==> config.mk <==
export PLATFORM = sky130hd
export DESIGN_NAME = brc_seq
export DESIGN_NICKNAME = d
export VERILOG_FILES = /design/src/rtl/brc_pkg.sv /design/src/rtl/brc_chunk_cmp.sv /design/src/rtl/brc_seq.sv
export SDC_FILE = /design/constraint.sdc
export NUM_CORES = 1
export LEC_CHECK = 0
export BUFFER_PORTS_ARGS = -buffer_cell sky130_fd_sc_hd__buf_2
export CAP_MARGIN = 0
export CORE_MARGIN = 3
export CORE_UTILIZATION = 40
export DETAILED_ROUTE_END_ITERATION = 10
export SLEW_MARGIN = 20
export SYNTH_ARGS = -nofsm -noshare
export SYNTH_HDL_FRONTEND = slang
export SYNTH_SLANG_ARGS = --single-unit
==> constraint.sdc <==
create_clock -name i_clk -period 4.5 [get_ports i_clk]
set_input_delay 0.9 -clock i_clk [delete_from_list [all_inputs] [get_ports i_clk]]
set_output_delay 0.9 -clock i_clk [all_outputs]
set_load 0.02 [all_outputs]
==> src/rtl/brc_pkg.sv <==
`default_nettype none
// +------------------------------------------------------------------+
// | brc_pkg : shared types, funct3 codes and taken decode for brc_seq |
// | Revision: 1.0                                                      |
// +------------------------------------------------------------------+
package brc_pkg;

    typedef enum logic [1:0] {
        IDLE = 2'd0,
        SCAN = 2'd1,
        DONE = 2'd2
    } brc_state_t;

    localparam logic [2:0] BR_EQ  = 3'b000;
    localparam logic [2:0] BR_NE  = 3'b001;
    localparam logic [2:0] BR_LT  = 3'b100;
    localparam logic [2:0] BR_GE  = 3'b101;
    localparam logic [2:0] BR_LTU = 3'b110;
    localparam logic [2:0] BR_GEU = 3'b111;

    // Signedness is already folded into the operands, so LT/LTU share decode.
    function automatic logic brc_taken(input logic [2:0] op, input logic less, input logic equal);
        logic taken;
        case (op)
            BR_EQ:   taken = equal;
            BR_NE:   taken = !equal;
            BR_LT:   taken = less;
            BR_GE:   taken = !less;
            BR_LTU:  taken = less;
            BR_GEU:  taken = !less;
            default: taken = 1'b0;
        endcase
        return taken;
    endfunction

endpackage
`default_nettype wire

==> src/rtl/brc_chunk_cmp.sv <==
`default_nettype none
// +------------------------------------------------------------------+
// | brc_chunk_cmp : combinational unsigned CHUNK-bit compare (lt, eq) |
// | Revision: 1.0                                                      |
// +------------------------------------------------------------------+
module brc_chunk_cmp #(
    parameter int CHUNK = 8
) (
    input  logic [CHUNK-1:0] a,
    input  logic [CHUNK-1:0] b,
    output logic             lt,
    output logic             eq
);

    assign lt = (a < b);
    assign eq = (a == b);

endmodule
`default_nettype wire

==> src/rtl/brc_seq.sv <==
`default_nettype none
// +------------------------------------------------------------------+
// | brc_seq : multi-cycle MSB-first chunked branch comparator          |
// | Option macro: BRC_EARLY_EXIT_EN (stop scan at first difference)    |
// | Revision: 1.0                                                      |
// +------------------------------------------------------------------+
module brc_seq
    import brc_pkg::*;
#(
    parameter int WIDTH = 32,
    parameter int CHUNK = 8
) (
    input  logic             i_clk,
    input  logic             i_rst,
    input  logic             i_valid,
    output logic             o_ready,
    input  logic [WIDTH-1:0] i_rs1_data,
    input  logic [WIDTH-1:0] i_rs2_data,
    input  logic             i_br_un,
    input  logic [2:0]       i_br_op,
    output logic             o_valid,
    input  logic             i_ready,
    output logic             o_br_less,
    output logic             o_br_equal,
    output logic             o_br_taken
);

    localparam int                NCHUNK   = WIDTH / CHUNK;
    localparam int                IDXW     = (NCHUNK > 1) ? $clog2(NCHUNK) : 1;
    localparam logic [IDXW-1:0]   LAST_IDX = IDXW'(NCHUNK - 1);
    localparam logic [WIDTH-1:0]  SIGN_BIT = WIDTH'(1) << (WIDTH - 1);

    brc_state_t       state;
    logic [IDXW-1:0]  idx;
    logic [WIDTH-1:0] a_r;
    logic [WIDTH-1:0] b_r;
    logic [2:0]       op_r;
    logic             less_r;
    logic             eq_r;
    logic             decided;

    logic [CHUNK-1:0] a_chunk;
    logic [CHUNK-1:0] b_chunk;
    logic             chunk_lt;
    logic             chunk_eq;
    logic             less_nxt;
    logic             eq_nxt;
    logic             scan_exit;

    assign a_chunk = CHUNK'(a_r >> (CHUNK * idx));
    assign b_chunk = CHUNK'(b_r >> (CHUNK * idx));

    brc_chunk_cmp #(.CHUNK(CHUNK)) u_cmp (
        .a  (a_chunk),
        .b  (b_chunk),
        .lt (chunk_lt),
        .eq (chunk_eq)
    );

    // First differing chunk (from the top) decides; later chunks are ignored.
    always_comb begin
        less_nxt = less_r;
        eq_nxt   = eq_r;
        if (!decided) begin
            if (!chunk_eq) begin
                less_nxt = chunk_lt;
                eq_nxt   = 1'b0;
            end else if (idx == '0) begin
                less_nxt = 1'b0;
                eq_nxt   = 1'b1;
            end
        end
    end

`ifdef BRC_EARLY_EXIT_EN
    assign scan_exit = (idx == '0) || (!decided && !chunk_eq);
`else
    assign scan_exit = (idx == '0);
`endif

    assign o_ready = (state == IDLE) && !i_rst;

    always_ff @(posedge i_clk or posedge i_rst) begin
        if (i_rst) begin
            state      <= IDLE;
            idx        <= LAST_IDX;
            a_r        <= '0;
            b_r        <= '0;
            op_r       <= '0;
            less_r     <= 1'b0;
            eq_r       <= 1'b0;
            decided    <= 1'b0;
            o_valid    <= 1'b0;
            o_br_less  <= 1'b0;
            o_br_equal <= 1'b0;
            o_br_taken <= 1'b0;
        end else begin
            case (state)
                IDLE: begin
                    if (i_valid) begin
                        // Flipping the sign bits turns a signed compare into unsigned.
                        a_r     <= i_rs1_data ^ (i_br_un ? '0 : SIGN_BIT);
                        b_r     <= i_rs2_data ^ (i_br_un ? '0 : SIGN_BIT);
                        op_r    <= i_br_op;
                        idx     <= LAST_IDX;
                        less_r  <= 1'b0;
                        eq_r    <= 1'b0;
                        decided <= 1'b0;
                        state   <= SCAN;
                    end
                end
                SCAN: begin
                    less_r <= less_nxt;
                    eq_r   <= eq_nxt;
                    if (!chunk_eq) begin
                        decided <= 1'b1;
                    end
                    if (scan_exit) begin
                        state      <= DONE;
                        o_valid    <= 1'b1;
                        o_br_less  <= less_nxt;
                        o_br_equal <= eq_nxt;
                        o_br_taken <= brc_taken(op_r, less_nxt, eq_nxt);
                    end else begin
                        idx <= idx - 1'b1;
                    end
                end
                DONE: begin
                    if (i_ready) begin
                        o_valid <= 1'b0;
                        state   <= IDLE;
                    end
                end
                default: state <= IDLE;
            endcase
        end
    end

endmodule
`default_nettype wire

==> flow_metrics.py, run 1 <==
metrics = {
    "finish": {
        "area_growth_pct": 17.0,
        "layout-drive-gt1-share_pct": 54.5,
        "antennaDiodeCount": 0,
        "post-route-util_pct": 48.9,
        "nets": 419,
        "layout_common_cells": "dfrtp_1, buf_2, mux2_2",
    },
    "routing": {
        "num_vias": 2325,
        "wl_um": 7250,
        "firstDrtPassIters": 4,
        "drc": 0,
        "ant_nets": 0,
        "wl_per_cell_um": 16.1,
        "drt-initial-drc-count": 66,
        "via_per_inst": 5.16,
    },
    "power": {
        "irDropWorstVdd_mv": 0.283,
        "leakagePower_nw": 1.94,
        "p_per_area_nw_per_um2": 736,
    },
    "global_routing": {
        "antenna_found_initial": 0,
        "grt_pass1_vias": 2398,
        "grt_usage_pct": 14.7,
        "met1_usage_pct": 19.3,
        "met2_usage_pct": 23.9,
        "use_met3_pct": 4.85,
        "grt_overflow": 0,
        "grt_max_degree": 74,
        "grt_pass1_wl_um": 11600,
        "grt.busiest_layer": "met2",
    },
    "placed_design": {
        "io_buffers": 76,
        "place.gp.congestion": 0.810,
        "dp_hpwl_um": 5260,
    },
    "die": {
        "row_count": 34,
        "die-area_um2": 10500,
        "die_height_um": 102,
        "ios": 77,
        "coreArea_um2": 8890,
        "start_util_pct": 41.8,
        "die_w_um": 102,
    },
    "flow_run": {
        "cap_violations": 0,
    },
    "timing": {
        "worst_hold_slack_ns": 0.486,
        "fmax_ghz": 0.335,
        "period_share_pct": 66.3,
        "setup_tns_ns": 0,
        "relSlewSlack_pct": 37.1,
        "finalClockSkew_ns": 0.00738,
        "drv_slew": 0,
        "rsz0062_at_grt": "no",
        "timing.final.hold_violations": 0,
        "fin_crit_ns": 2.98,
        "finalSetupViolations": 0,
        "max_slew.worst_pin.slew_ns": 0.942,
    },
    "synth": {
        "netlist_area_um2": 3720,
        "yosysWarnings": 0,
        "synthCells": 262,
        "synth_nets": 343,
        "synthArstFlopShare_pct": 100,
        "yosysSeqAreaShare_pct": 52.6,
        "synth_edf_count": 0,
        "postSynthAreaPerCell_um2": 14.2,
        "ys.flop_type": "dfrtp_1",
        "ys_seq_elements": 78,
        "synth_cell_types": 38,
    },
    "clock_tree": {
        "cts_tree": "built",
        "cts_htree_levels": 3,
        "cts_sinks": 78,
        "clock_path_buffers": 2,
        "worstSkewPairLatency_ns": 0.35,
        "cts-root-buf": "clkbuf_8",
        "clkTransAtPathRegs_ns": 0.08,
        "post-cts-setup-buffer-count": 0,
        "cts_resized": 0,
        "numCtsBuffers": 9,
        "hold_buffers": 0,
    },
    "critical_path": {
        "crit_chain": "mux4_2 > ha_1 > a21oi_1 > nor2_1 > a2111oi_2 > a2111oi_1 > nor3b_1",
        "path_class": "flop to flop",
        "cp-end-kind": "flop",
        "crit_fanout": 19,
        "startpoint_type": "flop",
        "worstPathRequired_ns": 4.74,
        "crit_buf_inv": 0,
        "crit_slowest_cell": "dfstp_2",
        "arrival_ns": 3.23,
        "path_delay_family": "flip-flops",
        "max_stage_delay_ns": 0.92,
    },
    "min_path": {
        "min_path_type": "flop to flop",
    },
    "status": {
        "outcome": "completed",
    },
}
## logic make-up after synthesis
group | count (synthesis) | share of synthesized area, %
multiplexers | 81 | 29.4
flip-flops | 78 | 52.6
AND/OR/NAND/NOR | 38 | 5.76
buffers and inverters | 28 | 3.87
AO/OA/AOI/OAI | 26 | 4.91
adder cells (fa/ha/maj) | 9 | 3.03
XOR/XNOR | 2 | 0.471
## power breakdown
part	internal (W)	switching, W
combinational	0.000797	0.000600
clock	0.000218	0.000262
sequential	0.00106	0.000268
total	0.00207	0.00113
## worst reg2reg max path: stages (launching register included)
cell and delay, ns:
dfstp_2 0.92, mux4_2 0.59, ha_1 0.36, a21oi_1 0.14, nor2_1 0.06, a2111oi_2 0.40
a2111oi_1 0.15, nor3b_1 0.27
## cell type report
class / instances / area [um2]
flip-flops and latches: 78 / 1950
multi-input cells: 156 / 1620
clock buffers: 10 / 138
well taps: 108 / 135
repair buffers: 78 / 395
inverters: 15 / 57.6
clock inverters: 6 / 45.0
fillers: 812 / 4540
## path summary, 6_finish.rpt
path | to | slack (ns) | cells after the start | startpoint
max | o_br_taken | 1.52 | 7 | idx[0]
min | o_br_equal | 0.49 | 2 | o_br_equal
max reg2reg | o_br_taken | 1.52 | 7 | idx[0]
min reg2reg | o_br_equal | 0.49 | 2 | o_br_equal
max in group asynchronous | a_r[30] | 2.95 | 3 | i_rst
min in group asynchronous | b_r[4] | 0.73 | 2 | i_rst
## Yosys cell counts (2+ instances only)
library cell,count,area (um2)
dfrtp_1,76,1900
mux2_2,65,732
mux4_2,16,360
inv_1,15,56.3
nand2_1,13,48.8
ha_1,9,113
nor2_1,9,33.8
a21oi_1,7,35.0
buf_4,7,52.6
o21ai_0,7,35.0
buf_2,4,20.0
dfstp_2,2,52.6
nor2b_1,2,12.5
nor3_1,2,10.0
nor3b_1,2,15.0
nor4_1,2,12.5
o22ai_1,2,12.5
xnor2_1,2,17.5
## registers in the layout, indices dropped and copies added (netlist names), 2 cells and up
name   flops
a_r       32
idx        2
b_r       32
op_r       3
state      2
## through the flow
stage / setup slack (ns) / cells / total power [W] / area (um2)
final: 1.52 / 451 / 0.00320 / 4350
after global routing: 1.23 / 451 / 0.00346 / 4350
after CTS: 1.47 / 451 / 0.00325 / 4350
after detailed placement: 1.51 / 435 / 0.00275 / 4170
after global placement: 1.61 / 435 / 0.00271 / 4170
after floorplan: 1.61 / 262 / 0.00245 / 3720
## metal layers
metal / up-vias / wire (um)
met5: - / 0
met4: 0 / 38
met3: 5 / 399
met2: 59 / 3630
met1: 1149 / 3180
li1: 1112 / -
No activity file was read; power rests on OpenSTA's default activity.
==> run 2, diff against run 1 <==
==> constraint.sdc (replaced) <==
create_clock -name i_clk -period 2.85 [get_ports i_clk]
set_input_delay 0.57 -clock i_clk [delete_from_list [all_inputs] [get_ports i_clk]]
set_output_delay 0.57 -clock i_clk [all_outputs]
set_load 0.02 [all_outputs]
==> run 2 against run 1 <==
Against the previous run:
- fmax rose by 12%
- worst hold slack got worse by 0.22 ns
- clock-buffer cell count did not move
- power rose by 65%
- combinational power rose by 77%
- design area rose by 2.3%
- register-to-register slack got worse by 1.3 ns
- critical path depth rose by 1
- clock skew barely moved
- sequential cell count did not move
- highest routed layer unchanged
==> flow_metrics.py, run 2 (same netlist as run 1, synthesis figures left out) <==
metrics = {
    "status": {
        "outcome": "completed",
    },
    "finish": {
        "post-route-util_pct": 50.0,
        "multi_input_area_um2": 1670,
        "instances_no_fill": 452,
        "top_regs": "a_r: 32 flops, b_r: 32 flops, op_r: 3 flops",
        "layout_common_cells": "dfrtp_1, buf_2, mux2_2",
        "area_growth_pct": 19.7,
        "fillers": 789,
        "nets": 422,
        "regArea_um2": 1960,
        "layout-drive-gt1-share_pct": 54.9,
        "antennaDiodeCount": 0,
    },
    "clock_tree": {
        "cts_htree_levels": 3,
        "cts-root-buf": "clkbuf_8",
        "hold_buffers": 0,
        "cts_tree": "built",
        "worstSkewPairLatency_ns": 0.34,
        "cts_sinks": 78,
        "cts_resized": 0,
        "clkTransAtPathRegs_ns": 0.07,
        "numCtsBuffers": 9,
        "post-cts-setup-buffer-count": 0,
        "clock_path_buffers": 2,
    },
    "placed_design": {
        "dp_hpwl_um": 5320,
        "io_buffers": 76,
        "dp.cells": 438,
        "place.gp.congestion": 0.775,
    },
    "routing": {
        "via_per_inst": 5.25,
        "firstDrtPassIters": 5,
        "ant_nets": 0,
        "drt-initial-drc-count": 108,
        "num_vias": 2373,
        "wl_per_cell_um": 16.3,
        "wl_um": 7360,
        "drc": 0,
    },
    "timing": {
        "drv_slew": 0,
        "finalSetupViolations": 0,
        "relSlewSlack_pct": 61.4,
        "max_slew.worst_pin.slew_ns": 0.579,
        "worst_hold_slack_ns": 0.270,
        "period_share_pct": 93.4,
        "fin_crit_ns": 2.66,
        "finalClockSkew_ns": 0.00703,
        "timing.final.hold_violations": 0,
        "fmax_ghz": 0.376,
    },
    "global_routing": {
        "antenna_found_initial": 0,
        "use_met3_pct": 4.30,
        "grt_pass1_vias": 2327,
        "grt_usage_pct": 15.3,
        "grt.busiest_layer": "met2",
        "grt_max_degree": 74,
        "met1_usage_pct": 20.3,
        "grt_pass1_wl_um": 12100,
        "met2_usage_pct": 24.4,
        "grt_overflow": 0,
    },
    "critical_path": {
        "startpoint_type": "flop",
        "cp-end-kind": "flop",
        "crit_fanout": 14,
        "worstPathRequired_ns": 3.10,
        "arrival_ns": 2.91,
        "path_class": "flop to flop",
    },
    "die": {
        "die-area_um2": 10500,
        "coreArea_um2": 8890,
        "start_util_pct": 41.8,
        "row_count": 34,
        "die_w_um": 102,
        "die_height_um": 102,
        "ios": 77,
    },
    "power": {
        "irDropWorstVdd_mv": 0.450,
        "leakagePower_nw": 1.97,
        "p_per_area_nw_per_um2": 1190,
        "total_power_w": 0.00529,
    },
    "flow_run": {
        "cap_violations": 0,
    },
    "min_path": {
        "min_path_type": "input port to async pin",
    },
}
## run 2: path summary, 6_finish.rpt
kind,slack [ns],end,cells past startpoint,startpoint
setup / recovery,0.19,o_br_taken,8,idx[0]
hold / removal,0.27,eq_r,2,i_rst
setup reg to reg,0.19,o_br_taken,8,idx[0]
hold reg to reg,0.48,o_br_equal,2,o_br_equal
max in group asynchronous,1.89,idx[0],3,i_rst
min in group i_clk,0.43,op_r[2],3,i_br_op[2]
## run 2: per-stage QoR
step	area (um2)	setup WS (ns)	setup TNS [ns]
finish	4450	0.187	0
global route	4450	-0.0327	-0.0327
CTS	4400	0.164	0
detailed placement	4230	0.201	0
global placement	4230	0.245	0
floorplan	3720	0.0377	0
## run 2: power by group
part	switching, W	internal, W	total [W]	leakage [nW]
Clock	0.000382	0.000394	0.000775	0.0842
Combinational	0.00109	0.00139	0.00248	0.962
Sequential	0.000367	0.00167	0.00204	0.921
## run 2: worst max-delay path: stages (launching register included)
cell and delay, ns:
dfstp_2 0.56, buf_12 0.17, mux4_2 0.51, ha_1 0.35, nand4_2 0.22, o21bai_2 0.22, nor4b_2 0.22, o31ai_1 0.10
nor3b_1 0.21
## run 2: layout make-up
type                       count  area share (%)
tap                          108            3.04
clock buffer                  10            2.87
inverter                      15            1.29
multi-input combinational    156            37.4
sequential                    78            44.0
timing repair buffer          81            10.2
clock inverter                 4            1.12
## run 2: per-layer routing
| metal | vias up | wire length (um) |
|---|---|---|
| li1 | 1113 | - |
| met1 | 1189 | 3220 |
| met2 | 61 | 3720 |
| met3 | 10 | 316 |
| met4 | 0 | 107 |
| met5 | - | 0 |
==> run 3, diff against run 2 <==
==> constraint.sdc (replaced) <==
create_clock -name i_clk -period 2.45 [get_ports i_clk]
set_input_delay 0.49 -clock i_clk [delete_from_list [all_inputs] [get_ports i_clk]]
set_output_delay 0.49 -clock i_clk [all_outputs]
set_load 0.02 [all_outputs]
==> run 3 against run 2 <==
Against the previous run:
- the flow now finishes with violations (setup timing)
- setup slack got worse by 0.38 ns
- combinational power rose by 50%
- critical path depth down 1
- utilization increased by 3.5 points
- first-iteration DRC count fell by 23%
- via count rose by 1.8%
- global-route usage rose by 0.18 points
==> flow_metrics.py, run 3 (same netlist as run 1, synthesis figures left out) <==
metrics = {
    "clock_tree": {
        "cts_htree_levels": 3,
        "worstSkewPairLatency_ns": 0.35,
        "hold_buffers": 0,
        "cts_sinks": 78,
        "clock_path_buffers": 2,
        "numCtsBuffers": 9,
        "cts-root-buf": "clkbuf_8",
        "cts_tree": "built",
        "clkTransAtPathRegs_ns": 0.08,
    },
    "power": {
        "leakagePower_nw": 2.07,
        "irDropWorstVdd_mv": 0.529,
        "total_power_w": 0.00711,
        "p_per_area_nw_per_um2": 1490,
    },
    "timing": {
        "fin_crit_ns": 2.64,
        "drv_slew": 0,
        "fmax_ghz": 0.379,
        "finalClockSkew_ns": 0.0105,
        "max_slew.worst_pin.slew_ns": 0.541,
        "rsz0062_at_grt": "yes",
        "relSlewSlack_pct": 63.9,
        "layout_setup_ws_ns": -0.192,
        "timing.final.hold_violations": 0,
        "period_share_pct": 108,
        "worst_hold_slack_ns": 0.186,
        "finalSetupViolations": 3,
    },
    "status": {
        "outcome": "finished, violations left",
        "violations": "setup timing",
    },
    "routing": {
        "ant_nets": 0,
        "wl_um": 7680,
        "num_vias": 2416,
        "drt-initial-drc-count": 83,
        "via_per_inst": 5.18,
        "drc": 0,
        "firstDrtPassIters": 4,
        "wl_per_cell_um": 16.5,
    },
    "finish": {
        "fin_area_um2": 4760,
        "instances_no_fill": 466,
        "area_growth_pct": 28.1,
        "layout_common_cells": "dfrtp_1, buf_2, mux2_2",
        "nets": 434,
        "top_regs": "a_r: 32 flops, b_r: 32 flops, op_r: 3 flops",
        "layout-drive-gt1-share_pct": 60.9,
        "antennaDiodeCount": 0,
    },
    "placed_design": {
        "io_buffers": 76,
        "postPlaceCellArea_um2": 4380,
        "place.gp.congestion": 0.769,
        "dp.cells": 442,
        "dp_hpwl_um": 5450,
        "place_ws_ns": -0.109,
    },
    "die": {
        "start_util_pct": 41.8,
        "die_w_um": 102,
        "die-area_um2": 10500,
        "coreArea_um2": 8890,
        "ios": 77,
        "row_count": 34,
        "die_height_um": 102,
    },
    "global_routing": {
        "grt_usage_pct": 15.4,
        "grt_overflow": 0,
        "grt_max_degree": 74,
        "grt_pass1_vias": 2534,
        "grt_pass1_wl_um": 12400,
        "antenna_found_initial": 0,
    },
    "min_path": {
        "min_path_type": "input port to async pin",
    },
    "flow_run": {
        "cap_violations": 0,
    },
    "critical_path": {
        "cp-end-kind": "flop",
        "crit_fanout": 10,
        "path_class": "flop to flop",
        "arrival_ns": 2.87,
        "startpoint_type": "flop",
        "worstPathRequired_ns": 2.68,
    },
}
[run 3: path summary, 6_finish.rpt]
kind,from,endpoint,slack (ns),cells after the start
max,idx[0],o_br_taken,-0.19,7
min,i_rst,state[0],0.19,2
max reg2reg,idx[0],o_br_taken,-0.19,7
min reg2reg,o_br_equal,o_br_equal,0.49,2
max in group asynchronous,i_rst,idx[0],1.61,3
min in group i_clk,i_br_op[2],op_r[2],0.35,3
[run 3: area by class of cell]
class,instances,area [um2]
clock buffers,10,128
clock inverters,6,86.3
fillers,773,4130
inverters,15,60.1
multi-input cells,156,1810
flip-flops and latches,78,1950
well taps,108,135
repair buffers,93,587
[run 3: metal layers]
metal | vias up | track usage, % | share of wire, %
met5 | - | 0 | 0
li1 | 1131 | - | -
met2 | 53 | 24.0 | 49
met4 | 0 | 5.45 | 1.8
met1 | 1217 | 21.3 | 45
met3 | 15 | 3.62 | 4.0
[run 3: power by group]
group          leakage (nW)  total [W]  switching [W]  internal (W)
Sequential            0.921    0.00232       0.000389       0.00194
Clock                 0.106    0.00105       0.000481      0.000572
Combinational          1.04    0.00373        0.00161       0.00212
[run 3: repair_timing]
action / in CTS / in global routing
pin swaps: 2 / 8
buffers inserted: 0 / 8
endpoints found under the setup margin: 3 / 3
resized for setup: 3 / 14
[run 3: metrics by stage]
step                      TNS, ns  util (%)
final                      -0.354      53.5
after CTS                  -0.308      52.1
after global placement     -0.208      49.3
after global routing       -0.685      53.5
after floorplan            -0.143         -
after detailed placement   -0.255      49.3
[run 3: worst max-delay path, cell delays in order, from the launching register on]
cell       delay [ns]
dfstp_2          0.58
buf_12           0.15
mux4_2           0.54
ha_4             0.31
nand4_4          0.17
a31o_4           0.29
a2111oi_4        0.38
nor3b_2          0.09
